$ cat src/rtl/case_branch_pkg.sv
// ---------------------------------------------------------------------------
// case_branch_pkg
// Shared types and constants for the case-branch arbiter slice.
//   branch_e  : branch code carried on out_branch and used to pick a counter
//   state_e   : dispatch slot state (IDLE = empty, HOLD = dispatch on output)
//   SEL_ONE / SEL_TWO : selector values that decode to BR_ONE / BR_TWO
//   NUM_BRANCH : number of hit counters (one per branch code)
// ---------------------------------------------------------------------------
package case_branch_pkg;

   typedef enum logic [1:0] {
      BR_DEFAULT = 2'd0,
      BR_ONE     = 2'd1,
      BR_TWO     = 2'd2
   } branch_e;

   typedef enum logic {
      ST_IDLE = 1'b0,
      ST_HOLD = 1'b1
   } state_e;

   localparam int SEL_ONE    = 1;
   localparam int SEL_TWO    = 2;
   localparam int NUM_BRANCH = 3;

endpackage

$ cat src/rtl/rr_arbiter.sv
// ---------------------------------------------------------------------------
// rr_arbiter
// Round-robin arbiter with a combinational one-hot grant.
// Ports:
//   clk   : clock, pointer updates on the rising edge
//   rst_n : asynchronous active-low reset, pointer returns to requester 0
//   req   : per-requester request vector
//   en    : grant enable; when low no grant is issued and the pointer holds
//   gnt   : one-hot grant (all zero when en is low or no request is up)
// ---------------------------------------------------------------------------
module rr_arbiter #(
   parameter int NREQ = 4
) (
   input  logic            clk,
   input  logic            rst_n,
   input  logic [NREQ-1:0] req,
   input  logic            en,
   output logic [NREQ-1:0] gnt
);

   localparam int IDX_W = (NREQ > 1) ? $clog2(NREQ) : 1;

   logic [IDX_W-1:0] r_ptr;
   logic [IDX_W-1:0] w_nextPtr;
   logic [IDX_W-1:0] w_idx;
   logic             w_found;

   // Scan requesters starting at the pointer (the one after the last winner)
   // and wrapping around; the first active request wins.  The pointer that
   // would follow this winner is computed alongside so the register only
   // has to load it.
   always_comb begin
      gnt       = '0;
      w_nextPtr = r_ptr;
      w_found   = 1'b0;
      w_idx     = '0;
      for (int k = 0; k < NREQ; k++) begin
         w_idx = IDX_W'((int'(r_ptr) + k) % NREQ);
         if (en && !w_found && req[w_idx]) begin
            gnt[w_idx] = 1'b1;
            w_found    = 1'b1;
            w_nextPtr  = IDX_W'((int'(w_idx) + 1) % NREQ);
         end
      end
   end

   // The pointer only moves when a grant is actually issued, so a stalled
   // slot does not rotate priority away from the waiting requesters.
   always_ff @(posedge clk or negedge rst_n) begin
      if (!rst_n) begin
         r_ptr <= '0;
      end else if (w_found) begin
         r_ptr <= w_nextPtr;
      end
   end

endmodule

$ cat src/rtl/case_branch_arbiter.sv
// ---------------------------------------------------------------------------
// case_branch_arbiter
// Arbitrates NREQ requesters into a single registered dispatch slot, decodes
// the winner's selector into a branch code and counts accepted dispatches
// per branch in saturating hit counters.
// Ports:
//   clk, rst_n  : clock and asynchronous active-low reset
//   req, sel    : per-requester request and flattened selectors
//   gnt         : one-hot grant (combinational)
//   out_valid / out_ready : dispatch handshake
//   out_branch, out_src   : registered branch code and winning index
//   clr         : synchronous clear of all hit counters
//   rd_branch, rd_data    : combinational counter read port
// ---------------------------------------------------------------------------
module case_branch_arbiter
   import case_branch_pkg::*;
#(
   parameter int NREQ  = 4,
   parameter int SEL_W = 32,
   parameter int CNT_W = 16
) (
   input  logic                    clk,
   input  logic                    rst_n,
   input  logic [NREQ-1:0]         req,
   input  logic [NREQ*SEL_W-1:0]   sel,
   output logic [NREQ-1:0]         gnt,
   output logic                    out_valid,
   input  logic                    out_ready,
   output logic [1:0]              out_branch,
   output logic [$clog2(NREQ)-1:0] out_src,
   input  logic                    clr,
   input  logic [1:0]              rd_branch,
   output logic [CNT_W-1:0]        rd_data
);

   localparam int SRC_W = $clog2(NREQ);

   state_e            r_state;
   state_e            w_stateNext;
   branch_e           r_outBranch;
   logic [SRC_W-1:0]  r_outSrc;
   logic [CNT_W-1:0]  r_hitCnt [NUM_BRANCH];

   logic              w_slotFree;
   logic              w_arbEn;
   logic              w_grant;
   logic              w_handshake;
   logic [NREQ-1:0]   w_gnt;
   logic [SEL_W-1:0]  w_gntSel;
   logic [SRC_W-1:0]  w_gntSrc;
   branch_e           w_gntBranch;

   // Grants are suppressed while reset is held so nothing downstream sees a
   // grant that can never be registered.
   assign w_arbEn = w_slotFree & rst_n;

   rr_arbiter #(
      .NREQ (NREQ)
   ) u_rrArbiter (
      .clk   (clk),
      .rst_n (rst_n),
      .req   (req),
      .en    (w_arbEn),
      .gnt   (w_gnt)
   );

   assign gnt         = w_gnt;
   assign w_grant     = |w_gnt;
   assign w_handshake = out_valid & out_ready;
   assign out_branch  = r_outBranch;
   assign out_src     = r_outSrc;

   // Pick the winning requester's selector and index out of the flattened
   // bus; the grant is one-hot so at most one iteration matches.
   always_comb begin
      w_gntSel = '0;
      w_gntSrc = '0;
      for (int i = 0; i < NREQ; i++) begin
         if (w_gnt[i]) begin
            w_gntSel = sel[i*SEL_W +: SEL_W];
            w_gntSrc = SRC_W'(i);
         end
      end
   end

   // Only the exact values 1 and 2 select a named branch; everything else,
   // zero and negative selectors included, falls to the default branch.
   always_comb begin
      if (w_gntSel == SEL_W'(SEL_ONE)) begin
         w_gntBranch = BR_ONE;
      end else if (w_gntSel == SEL_W'(SEL_TWO)) begin
         w_gntBranch = BR_TWO;
      end else begin
         w_gntBranch = BR_DEFAULT;
      end
   end

   // Slot state register.
   always_ff @(posedge clk or negedge rst_n) begin
      if (!rst_n) begin
         r_state <= ST_IDLE;
      end else begin
         r_state <= w_stateNext;
      end
   end

   // A grant always (re)fills the slot.  Without a grant the slot keeps its
   // dispatch while downstream stalls and empties once it is accepted.
   always_comb begin
      w_stateNext = r_state;
      case (r_state)
         ST_IDLE: begin
            if (w_grant) begin
               w_stateNext = ST_HOLD;
            end
         end
         ST_HOLD: begin
            if (out_ready) begin
               w_stateNext = w_grant ? ST_HOLD : ST_IDLE;
            end
         end
         default: w_stateNext = ST_IDLE;
      endcase
   end

   // The slot is free when empty or when its current content is being
   // accepted this cycle, which lets back-to-back dispatches run at full rate.
   always_comb begin
      out_valid  = (r_state == ST_HOLD);
      w_slotFree = (r_state == ST_IDLE) || out_ready;
   end

   // Dispatch payload is captured only on a grant, so it stays put during a
   // stall and keeps its last value after the slot drains.
   always_ff @(posedge clk or negedge rst_n) begin
      if (!rst_n) begin
         r_outBranch <= BR_DEFAULT;
         r_outSrc    <= '0;
      end else if (w_grant) begin
         r_outBranch <= w_gntBranch;
         r_outSrc    <= w_gntSrc;
      end
   end

   // Hit counters count accepted dispatches per branch and stick at all-ones.
   // A clear takes priority, dropping any handshake in the same cycle.
   always_ff @(posedge clk or negedge rst_n) begin
      if (!rst_n) begin
         for (int b = 0; b < NUM_BRANCH; b++) begin
            r_hitCnt[b] <= '0;
         end
      end else if (clr) begin
         for (int b = 0; b < NUM_BRANCH; b++) begin
            r_hitCnt[b] <= '0;
         end
      end else if (w_handshake) begin
         for (int b = 0; b < NUM_BRANCH; b++) begin
            if ((r_outBranch == 2'(b)) && (r_hitCnt[b] != '1)) begin
               r_hitCnt[b] <= r_hitCnt[b] + CNT_W'(1);
            end
         end
      end
   end

   // Counter read port; code 3 has no counter behind it and reads as zero.
   always_comb begin
      case (rd_branch)
         2'd0:    rd_data = r_hitCnt[0];
         2'd1:    rd_data = r_hitCnt[1];
         2'd2:    rd_data = r_hitCnt[2];
         default: rd_data = '0;
      endcase
   end

endmodule
$ cat config.mk
export PLATFORM = sky130hd
export DESIGN_NAME = case_branch_arbiter
export DESIGN_NICKNAME = d
export VERILOG_FILES = /design/src/rtl/case_branch_pkg.sv /design/src/rtl/rr_arbiter.sv /design/src/rtl/case_branch_arbiter.sv
export SDC_FILE = /design/constraint.sdc
export NUM_CORES = 1
export LEC_CHECK = 0
export CAP_MARGIN = 40
export CORE_MARGIN = 2
export CORE_UTILIZATION = 40
export DETAILED_ROUTE_END_ITERATION = 10
export HOLD_SLACK_MARGIN = 0.05
export PLACE_DENSITY_LB_ADDON = 0.15
export SKIP_CTS_REPAIR_TIMING = 1
export SYNTH_ARGS = -nofsm -noshare
export SYNTH_HDL_FRONTEND = slang
export SYNTH_SLANG_ARGS = --single-unit
$ cat constraint.sdc
create_clock -name clk -period 3.3 [get_ports clk]
set_input_delay 0.66 -clock clk [delete_from_list [all_inputs] [get_ports clk]]
set_output_delay 0.66 -clock clk [all_outputs]
set_load 0.02 [all_outputs]
==> flow_summary.json, run 1 <==
{
  "layout-drive-gt1-share": 0.116,
  "drc_errors": 0,
  "die_h_um": 104,
  "via_count": 4238,
  "status": "finished clean",
  "worst_slack_ps": 44.5,
  "cp_max_fo": 4,
  "h-tree-depth": 2,
  "final_cell_count_no_fill": 788,
  "leakage_nw": 2.50,
  "path_cells": "clkdlybuf4s50_1, mux4_2, nand3b_1, a2111o_1, and2_4, inv_2, buf_2",
  "pre_cts_ws_ps": -431,
  "routed_wl_um": 13200,
  "syn_nets": 606,
  "final_area_um2": 6110,
  "slew_headroom": 0.533,
  "cts_tree": "done",
  "async_flop_share": 1.00,
  "wl_met2_um": 6830,
  "yosysWarnings": 0,
  "critPathKind": "primary input to output pin",
  "initialDrtViolationCount": 240,
  "fmax_mhz": 307,
  "syn_to_final_growth_pct": 54.3,
  "synth_area_leaders": "dfrtp_1 (35%), xor2_1 (6.6%), mux2i_1 (6.1%)",
  "r2r_slack_ps": 290,
  "die_x_um": 104,
  "io_buffer_count": 162,
  "antenna_found_initial": 1,
  "grt_pass1_wl_um": 21800,
  "place_inst": 779,
  "fin_crit_ps": 3260,
  "ir_drop_uv": 290,
  "max-cap-violations": 0,
  "ioPinCount": 163,
  "cts_buffers": 5,
  "power_density_nw_per_um2": 432,
  "cpPeakStageDelay_ps": 530,
  "gp_congestion": 0.923,
  "clkTransAtPathRegs_ps": 100,
  "route.met3.wl_um": 673,
  "r2r_end": "out_branch[0]",
  "initial_core_util": 0.409,
  "synthFlopType": "dfrtp_1",
  "placed_cell_area_um2": 6020,
  "synth_area_um2": 3960,
  "hold_slack_ps": 512,
  "syn-instance-count": 457,
  "critPathRequiredTime_ps": 2640,
  "diodes": 0,
  "ant_nets": 0,
  "finalHoldViolations": 0,
  "dr.pass1.iters": 4,
  "layout.nets": 803,
  "worstMarginPinSlew_ps": 700,
  "power_mw": 2.64,
  "period_share": 0.987,
  "die_area_um2": 10700,
  "cts.path.max_buffers": 2,
  "worstHoldPathType": "primary input to asynchronous set/reset pin",
  "clk_latency_ps": 310,
  "synth_cell_type_count": 59,
  "setup_viol": 0,
  "wl_met1_um": 5420,
  "cts.sinks": 55,
  "synth_top_area_frac": 0.347,
  "synth-seq-area-share": 0.347,
  "track_usage": 0.248,
  "grt_pass1_vias": 4435,
  "r2r_start": "u_rrArbiter.r_ptr[0]",
  "start_kind": "primary input",
  "yosysTopAreaCell": "dfrtp_1",
  "fillers": 877,
  "ff2ff_path_depth": 12,
  "routedWlPerCell_um": 16.8,
  "startpoint": "req[0]",
  "via_per_inst": 5.38,
  "worstSetupEndpointType": "output pin",
  "syn_area_per_cell_um2": 8.67,
  "fin_skew_ps": 7.58,
  "grt_overflow": 0,
  "synth_seq_cells": 55,
  "std_cell_rows": 36,
  "cp_data_arrival_time_ps": 2600,
  "cts_root_buf": "clkbuf_8",
  "coreArea_um2": 9680,
  "synth-edff-count": 0,
  "hpwlAfterDp_um": 10800,
  "top_layer": "met5",
  "grt_max_degree": 56,
  "slew_violations": 0,
  "critical_path.slowest_cell": "mux4_2"
}
-- state kept, by name (all words and copies together) (netlist names) --
signal / cells
r_hitCnt: 48
u_rrArbiter.r_ptr: 2
out_src: 2
out_branch: 2
out_valid: 1
-- metal layers --
metal  global-route usage  vias to the layer above
met5                    0                        -
met1                0.302                     2017
li1                     -                     2063
met3               0.0422                       23
met2                0.450                      133
met4               0.0695                        2
-- synthesized netlist by cell type, types with 2 or more instances --
| cell | count |
|---|---|
| nand3_1 | 18 |
| a311oi_1 | 3 |
| xor2_1 | 30 |
| or3_1 | 7 |
| mux4_2 | 3 |
| a31oi_1 | 2 |
| mux2_2 | 4 |
| nand2b_1 | 2 |
| o2111ai_1 | 3 |
| nand4_1 | 13 |
| buf_6 | 2 |
| o21ai_0 | 28 |
| nor4_1 | 29 |
| inv_1 | 9 |
| xnor2_1 | 11 |
| dfrtp_1 | 55 |
| a22oi_1 | 3 |
| o21ai_1 | 2 |
| nor2_1 | 58 |
| clkbuf_1 | 13 |
| a41oi_1 | 3 |
| nand3b_1 | 4 |
| a21oi_1 | 9 |
| nor2b_1 | 4 |
| ha_1 | 11 |
| nor3_1 | 6 |
| nand4b_1 | 2 |
| mux2i_1 | 24 |
| and4_1 | 8 |
| and3_1 | 8 |
| a21o_1 | 3 |
| and2_1 | 7 |
| nand2_1 | 47 |
-- cells in the final DEF (no fill, tap or decap), drive strengths merged, types with 3 or more instances in the layout --
master / netlist / layout
or3: 8 / 8
nor3: 6 / 6
a21o: 3 / 3
clkdlybuf4s50: 0 / 155
a41oi: 3 / 3
mux2i: 24 / 24
nand3: 18 / 18
nand3b: 4 / 4
nand4: 13 / 13
xor2: 30 / 30
clkbuf: 13 / 6
ha: 11 / 11
nor2: 58 / 58
a22oi: 3 / 3
nand2: 47 / 47
xnor2: 11 / 11
inv: 10 / 10
mux4: 4 / 4
o2111ai: 3 / 3
buf: 4 / 50
a21oi: 9 / 9
a311oi: 3 / 3
and4: 8 / 8
and3: 8 / 8
nor4: 29 / 29
mux2: 4 / 4
nor2b: 4 / 4
o21ai: 30 / 30
dfrtp: 55 / 55
and2: 8 / 8
-- cell families after synthesis --
family | share of synthesized area
AO/OA/AOI/OAI | 0.117
XOR/XNOR | 0.0906
adder cells (fa/ha/maj) | 0.0347
buffers and inverters | 0.0306
flip-flops | 0.347
multiplexers | 0.0956
AND/OR/NAND/NOR | 0.284
-- area by class of cell --
type	instances	area, um2	share of cell area
flip-flops and latches	55	1380	0.225
multi-input cells	375	2490	0.408
repair buffers	207	1950	0.320
inverters	10	37.5	0.00614
clock buffers	6	72.6	0.0119
well taps	133	166	0.0272
clock inverters	2	12.5	0.00205
-- worst max-delay path by stage --
stage	to	slack, ps	cells after the start
final	gnt[1]	40	7
after detailed placement	gnt[0]	-430	6
after global routing	gnt[2]	-9	8
after CTS	gnt[0]	-440	6
after floorplan	out_branch[1]	20	12
after global placement	gnt[0]	-390	6
-- worst max-delay path: cells and delay by family --
family,cells,cell delay (ps)
AND/OR/NAND/NOR,2,340
buffers and inverters,3,680
multiplexers,1,530
AO/OA/AOI/OAI,1,380
-- report_power, final --
part	leakage [nW]	total, mW	internal, mW	switching [mW]
registers	0.755	0.753	0.714	0.0389
clock network	0.0412	0.371	0.149	0.222
logic	1.71	1.52	0.792	0.723
total	2.50	2.64	1.66	0.983
-- through the flow --
step,setup TNS [ps],utilization
detailed placement,-2090,0.622
floorplan,0,-
global placement,-1760,0.622
global route,-13.2,0.631
CTS,-1570,0.630
finish,0,0.631
No activity file was read; power rests on OpenSTA's default activity.
==> run 2: changes to the inputs <==
--- a/config.mk
+++ b/config.mk
@@ -7,7 +7,7 @@
 export LEC_CHECK = 0
 export CAP_MARGIN = 40
 export CORE_MARGIN = 2
-export CORE_UTILIZATION = 40
+export CORE_UTILIZATION = 44
 export DETAILED_ROUTE_END_ITERATION = 10
 export HOLD_SLACK_MARGIN = 0.05
 export PLACE_DENSITY_LB_ADDON = 0.15
==> constraint.sdc (replaced) <==
create_clock -name clk -period 3 [get_ports clk]
set_input_delay 0.6 -clock clk [delete_from_list [all_inputs] [get_ports clk]]
set_output_delay 0.6 -clock clk [all_outputs]
set_load 0.02 [all_outputs]
==> flow_summary.json, run 2 (synthesized netlist as in run 1, its figures left out) <==
{
  "status": "finished with violations",
  "failed_checks": "setup timing",
  "die_h_um": 98.9,
  "clk_latency_ps": 320,
  "die_x_um": 98.9,
  "critPathRequiredTime_ps": 2400,
  "syn_to_final_growth_pct": 57.5,
  "grt_pass1_vias": 4511,
  "slew_violations": 0,
  "setup_viol": 3,
  "cts_buffers": 5,
  "io_buffer_count": 162,
  "fmax_mhz": 325,
  "grt_pass1_wl_um": 21200,
  "max-cap-violations": 0,
  "final_area_um2": 6240,
  "ioPinCount": 163,
  "power_density_nw_per_um2": 490,
  "final_cell_count_no_fill": 774,
  "layout_common_cells": "clkdlybuf4s50_1 (152), nor2_1 (58), dfrtp_1 (53), buf_4 (53), nand2_1 (47)",
  "worstSetupEndpointType": "output pin",
  "final_common_cell": "clkdlybuf4s50_1",
  "crit_family": "multiplexers",
  "use_met3": 0.0369,
  "cpPeakStageDelay_ps": 580,
  "cp_num_buf_inv": 4,
  "initialDrtViolationCount": 165,
  "cts_tree": "done",
  "tns_ps": -92.5,
  "cp_data_arrival_time_ps": 2480,
  "critPathKind": "flop to output pin",
  "gr-max-usage-layer": "met2",
  "hold_slack_ps": 113,
  "track_usage": 0.266,
  "grt_overflow": 0,
  "die_area_um2": 9780,
  "ant_nets": 0,
  "path_cells": "inv_6, ha_4, mux4_2, buf_4, o41ai_2, buf_4, buf_6",
  "ir_drop_uv": 320,
  "layout.nets": 814,
  "cts.sinks": 55,
  "final_core_util": 0.716,
  "leakage_nw": 2.59,
  "dr.pass1.iters": 5,
  "pre_cts_ws_ps": -640,
  "fin_skew_ps": 17.1,
  "met2_usage": 0.484,
  "hpwlAfterDp_um": 10800,
  "coreArea_um2": 8720,
  "grt_max_degree": 51,
  "largest-register": "r_hitCnt",
  "grt_use_met1": 0.322,
  "worst_slack_ps": -78.7,
  "worstHoldPathType": "primary input to asynchronous set/reset pin",
  "via_per_inst": 5.59,
  "diodes": 0,
  "finalHoldViolations": 0,
  "grt_setup_unrepaired": "yes",
  "cts.path.max_buffers": 2,
  "std_cell_rows": 34,
  "critical_path.slowest_cell": "mux4_2",
  "cts_root_buf": "clkbuf_8",
  "place_inst": 764,
  "power_mw": 3.06,
  "fin_crit_ps": 3080,
  "clkTransAtPathRegs_ps": 100,
  "placed_cell_area_um2": 6080,
  "slew_headroom": 0.576,
  "cp_max_fo": 6,
  "start_kind": "flop",
  "h-tree-depth": 2,
  "gp_congestion": 0.943,
  "worstMarginPinSlew_ps": 636,
  "period_share": 1.03,
  "antenna_found_initial": 0,
  "layout-drive-gt1-share": 0.147,
  "crit_top_cell": "buf_4",
  "initial_core_util": 0.455,
  "routed_wl_um": 13000,
  "routedWlPerCell_um": 16.8,
  "drc_errors": 0,
  "largest_register_ffs": 48,
  "via_count": 4330
}
==> run 2: worst register-to-register path, stage by stage (launching register included) <==
cell and delay, ps:
dfrtp_2 460, inv_6 40, ha_4 280, mux4_2 580, buf_6 160, nand3b_1 80, a21o_1 130, o41ai_2 60
buf_4 160, buf_6 130, or4_1 470, nand3_1 90, o2111ai_2 120, o21ai_1 170
==> run 2: power breakdown <==
group	total [mW]	internal, mW	switching (mW)
Clock	0.422	0.168	0.254
Sequential	0.836	0.787	0.0492
Combinational	1.80	0.964	0.839
Total	3.06	1.92	1.14
==> run 2: final timing paths <==
kind                       slack, ps                   end  cells past startpoint                 start
min in group clk                 560            out_src[1]                      1            out_src[1]
min reg2reg                      560            out_src[1]                      1            out_src[1]
max in group asynchronous       2000  u_rrArbiter.r_ptr[0]                      2                 rst_n
min                              110            out_src[1]                      1                 rst_n
max reg2reg                      -10         out_branch[1]                     13  u_rrArbiter.r_ptr[0]
max                              -80                gnt[3]                      7  u_rrArbiter.r_ptr[0]
==> run 2: final cells by class <==
type	count	area (um2)
Multi-Input combinational cell	375	2540
Fill cell	681	2480
Timing Repair Buffer	218	2050
Sequential cell	55	1380
Clock buffer	5	68.8
Clock inverter	3	22.5
Tap cell	108	135
Inverter	10	45.0
==> run 2: metal layers <==
layer | wire length, um | vias up
li1 | - | 2083
met1 | 5290 | 2071
met2 | 6650 | 153
met3 | 755 | 23
met4 | 294 | 0
met5 | 0 | -
==> run 3: changes to the inputs <==
--- a/config.mk
+++ b/config.mk
@@ -9,6 +9,7 @@
 export CORE_MARGIN = 2
 export CORE_UTILIZATION = 44
 export DETAILED_ROUTE_END_ITERATION = 10
+export GPL_TIMING_DRIVEN = 0
 export HOLD_SLACK_MARGIN = 0.05
 export PLACE_DENSITY_LB_ADDON = 0.15
 export SKIP_CTS_REPAIR_TIMING = 1
==> flow_summary.json, run 3 (synthesized netlist as in run 1, its figures left out) <==
{
  "worst_slack_ps": -178,
  "place_inst": 726,
  "layout-drive-gt1-share": 0.118,
  "wl_met1_um": 5380,
  "die_area_um2": 9780,
  "top_layer": "met4",
  "cts_root_buf": "clkbuf_8",
  "gp_congestion": 0.917,
  "fmax_mhz": 315,
  "via_per_inst": 5.73,
  "grt_max_degree": 40,
  "period_share": 1.06,
  "power_density_nw_per_um2": 517,
  "failed_checks": "setup timing",
  "start_kind": "flop",
  "syn_to_final_growth_pct": 56.6,
  "max-cap-violations": 0,
  "grt_pass1_wl_um": 20300,
  "status": "finished with violations",
  "initialDrtViolationCount": 207,
  "ff2ff_path_depth": 12,
  "initial_core_util": 0.455,
  "wl_met2_um": 6560,
  "cts_tree": "done",
  "critPathRequiredTime_ps": 2400,
  "h-tree-depth": 2,
  "ir_drop_uv": 388,
  "layout_common_cells": "clkdlybuf4s50_1 (135), nor2_1 (58), dfrtp_1 (53), nand2_1 (47), xor2_1 (30)",
  "final_area_um2": 6210,
  "leakage_nw": 2.78,
  "layout.nets": 791,
  "ant_nets": 0,
  "fin_skew_ps": 9.75,
  "die_h_um": 98.9,
  "slew_violations": 0,
  "critPathKind": "flop to output pin",
  "std_cell_rows": 34,
  "drc_errors": 0,
  "cts.path.max_buffers": 2,
  "coreArea_um2": 8720,
  "routed_wl_um": 13200,
  "startpoint": "u_rrArbiter.r_ptr[0]",
  "clkTransAtPathRegs_ps": 100,
  "cp_max_fo": 7,
  "io_buffer_count": 160,
  "cp_data_arrival_time_ps": 2580,
  "antenna_found_initial": 0,
  "setup_viol": 4,
  "final_cell_count_no_fill": 751,
  "tns_ps": -547,
  "die_x_um": 98.9,
  "cts.sinks": 55,
  "fin_crit_ps": 3180,
  "largest-register": "r_hitCnt",
  "final_common_cell": "clkdlybuf4s50_1",
  "seqCellArea_um2": 1380,
  "dr.pass1.iters": 4,
  "r2r_slack_ps": 0,
  "worstMarginPinSlew_ps": 692,
  "worstHoldPathType": "primary input to asynchronous set/reset pin",
  "via_count": 4301,
  "multi_input_area_um2": 2650,
  "track_usage": 0.255,
  "r2r_end": "out_branch[1]",
  "grt_setup_unrepaired": "yes",
  "r2r_start": "u_rrArbiter.r_ptr[0]",
  "hpwlAfterDp_um": 10300,
  "ioPinCount": 163,
  "placed_cell_area_um2": 5750,
  "fillers": 671,
  "largest_register_ffs": 48,
  "clk_latency_ps": 310,
  "finalHoldViolations": 0,
  "slew_headroom": 0.533,
  "grt_overflow": 0,
  "critPathCapture": "gnt[1]",
  "grt_pass1_vias": 4257,
  "diodes": 0,
  "route.met3.wl_um": 814,
  "worstSetupEndpointType": "output pin",
  "cts_buffers": 5,
  "routedWlPerCell_um": 17.6
}
[run 3: cell count changes in the layout (fill, tap and decap cells not counted), moves of 3 or more]
cell	previous run	this run
buf_4	53	21
clkdlybuf4s50_1	152	135
dlymetal6s2s_1	5	20
clkbuf_1	0	9
clkbuf_2	0	3
[run 3: power by group]
part           internal (mW)  switching (mW)  leakage, nW
Clock                  0.271           0.248       0.0612
Combinational          0.954           0.902         1.97
Sequential             0.787          0.0484        0.754
[run 3: how the worst min path moves through the flow]
stage          startpoint       endpoint  depth (start not counted)
4_1_cts             rst_n   r_hitCnt[13]                          1
5_1_grt             rst_n   r_hitCnt[13]                          1
3_5_place_dp   out_src[1]     out_src[1]                          1
2_1_floorplan       rst_n  out_branch[0]                          0
6_report            rst_n   r_hitCnt[12]                          1
3_3_place_gp   out_src[1]     out_src[1]                          1
[run 3: layer usage]
layer / up-vias / track usage
li1: 2053 / -
met1: 2018 / 0.321
met2: 192 / 0.436
met3: 38 / 0.0404
met4: 0 / 0.102
met5: - / 0
[run 3: layout make-up]
cell class / count / area share
repair buffers: 179 / 0.290
multi-input cells: 376 / 0.426
inverters: 10 / 0.00766
flip-flops and latches: 55 / 0.222
well taps: 108 / 0.0218
plain buffers: 15 / 0.0133
clock buffers: 6 / 0.0133
clock inverters: 2 / 0.00565
[run 3: stage by stage]
step | total power [mW] | hold WS [ps] | setup slack, ps | utilization
floorplan | 1.76 | 304 | -78.3 | -
global placement | 2.22 | 499 | -2880 | 0.658
detailed placement | 2.25 | 520 | -1170 | 0.660
CTS | 2.76 | 236 | -1290 | 0.673
global route | 3.37 | 251 | -255 | 0.712
finish | 3.21 | 225 | -178 | 0.712
[run 3: worst max-delay path, stage by stage, from the launching register on]
cell      delay [ps]
dfrtp_2          410
buf_8            110
inv_6             40
ha_4             320
mux4_2           530
buf_4            170
a2111o_1         320
and2_4           180
clkinv_4          60
buf_6            110
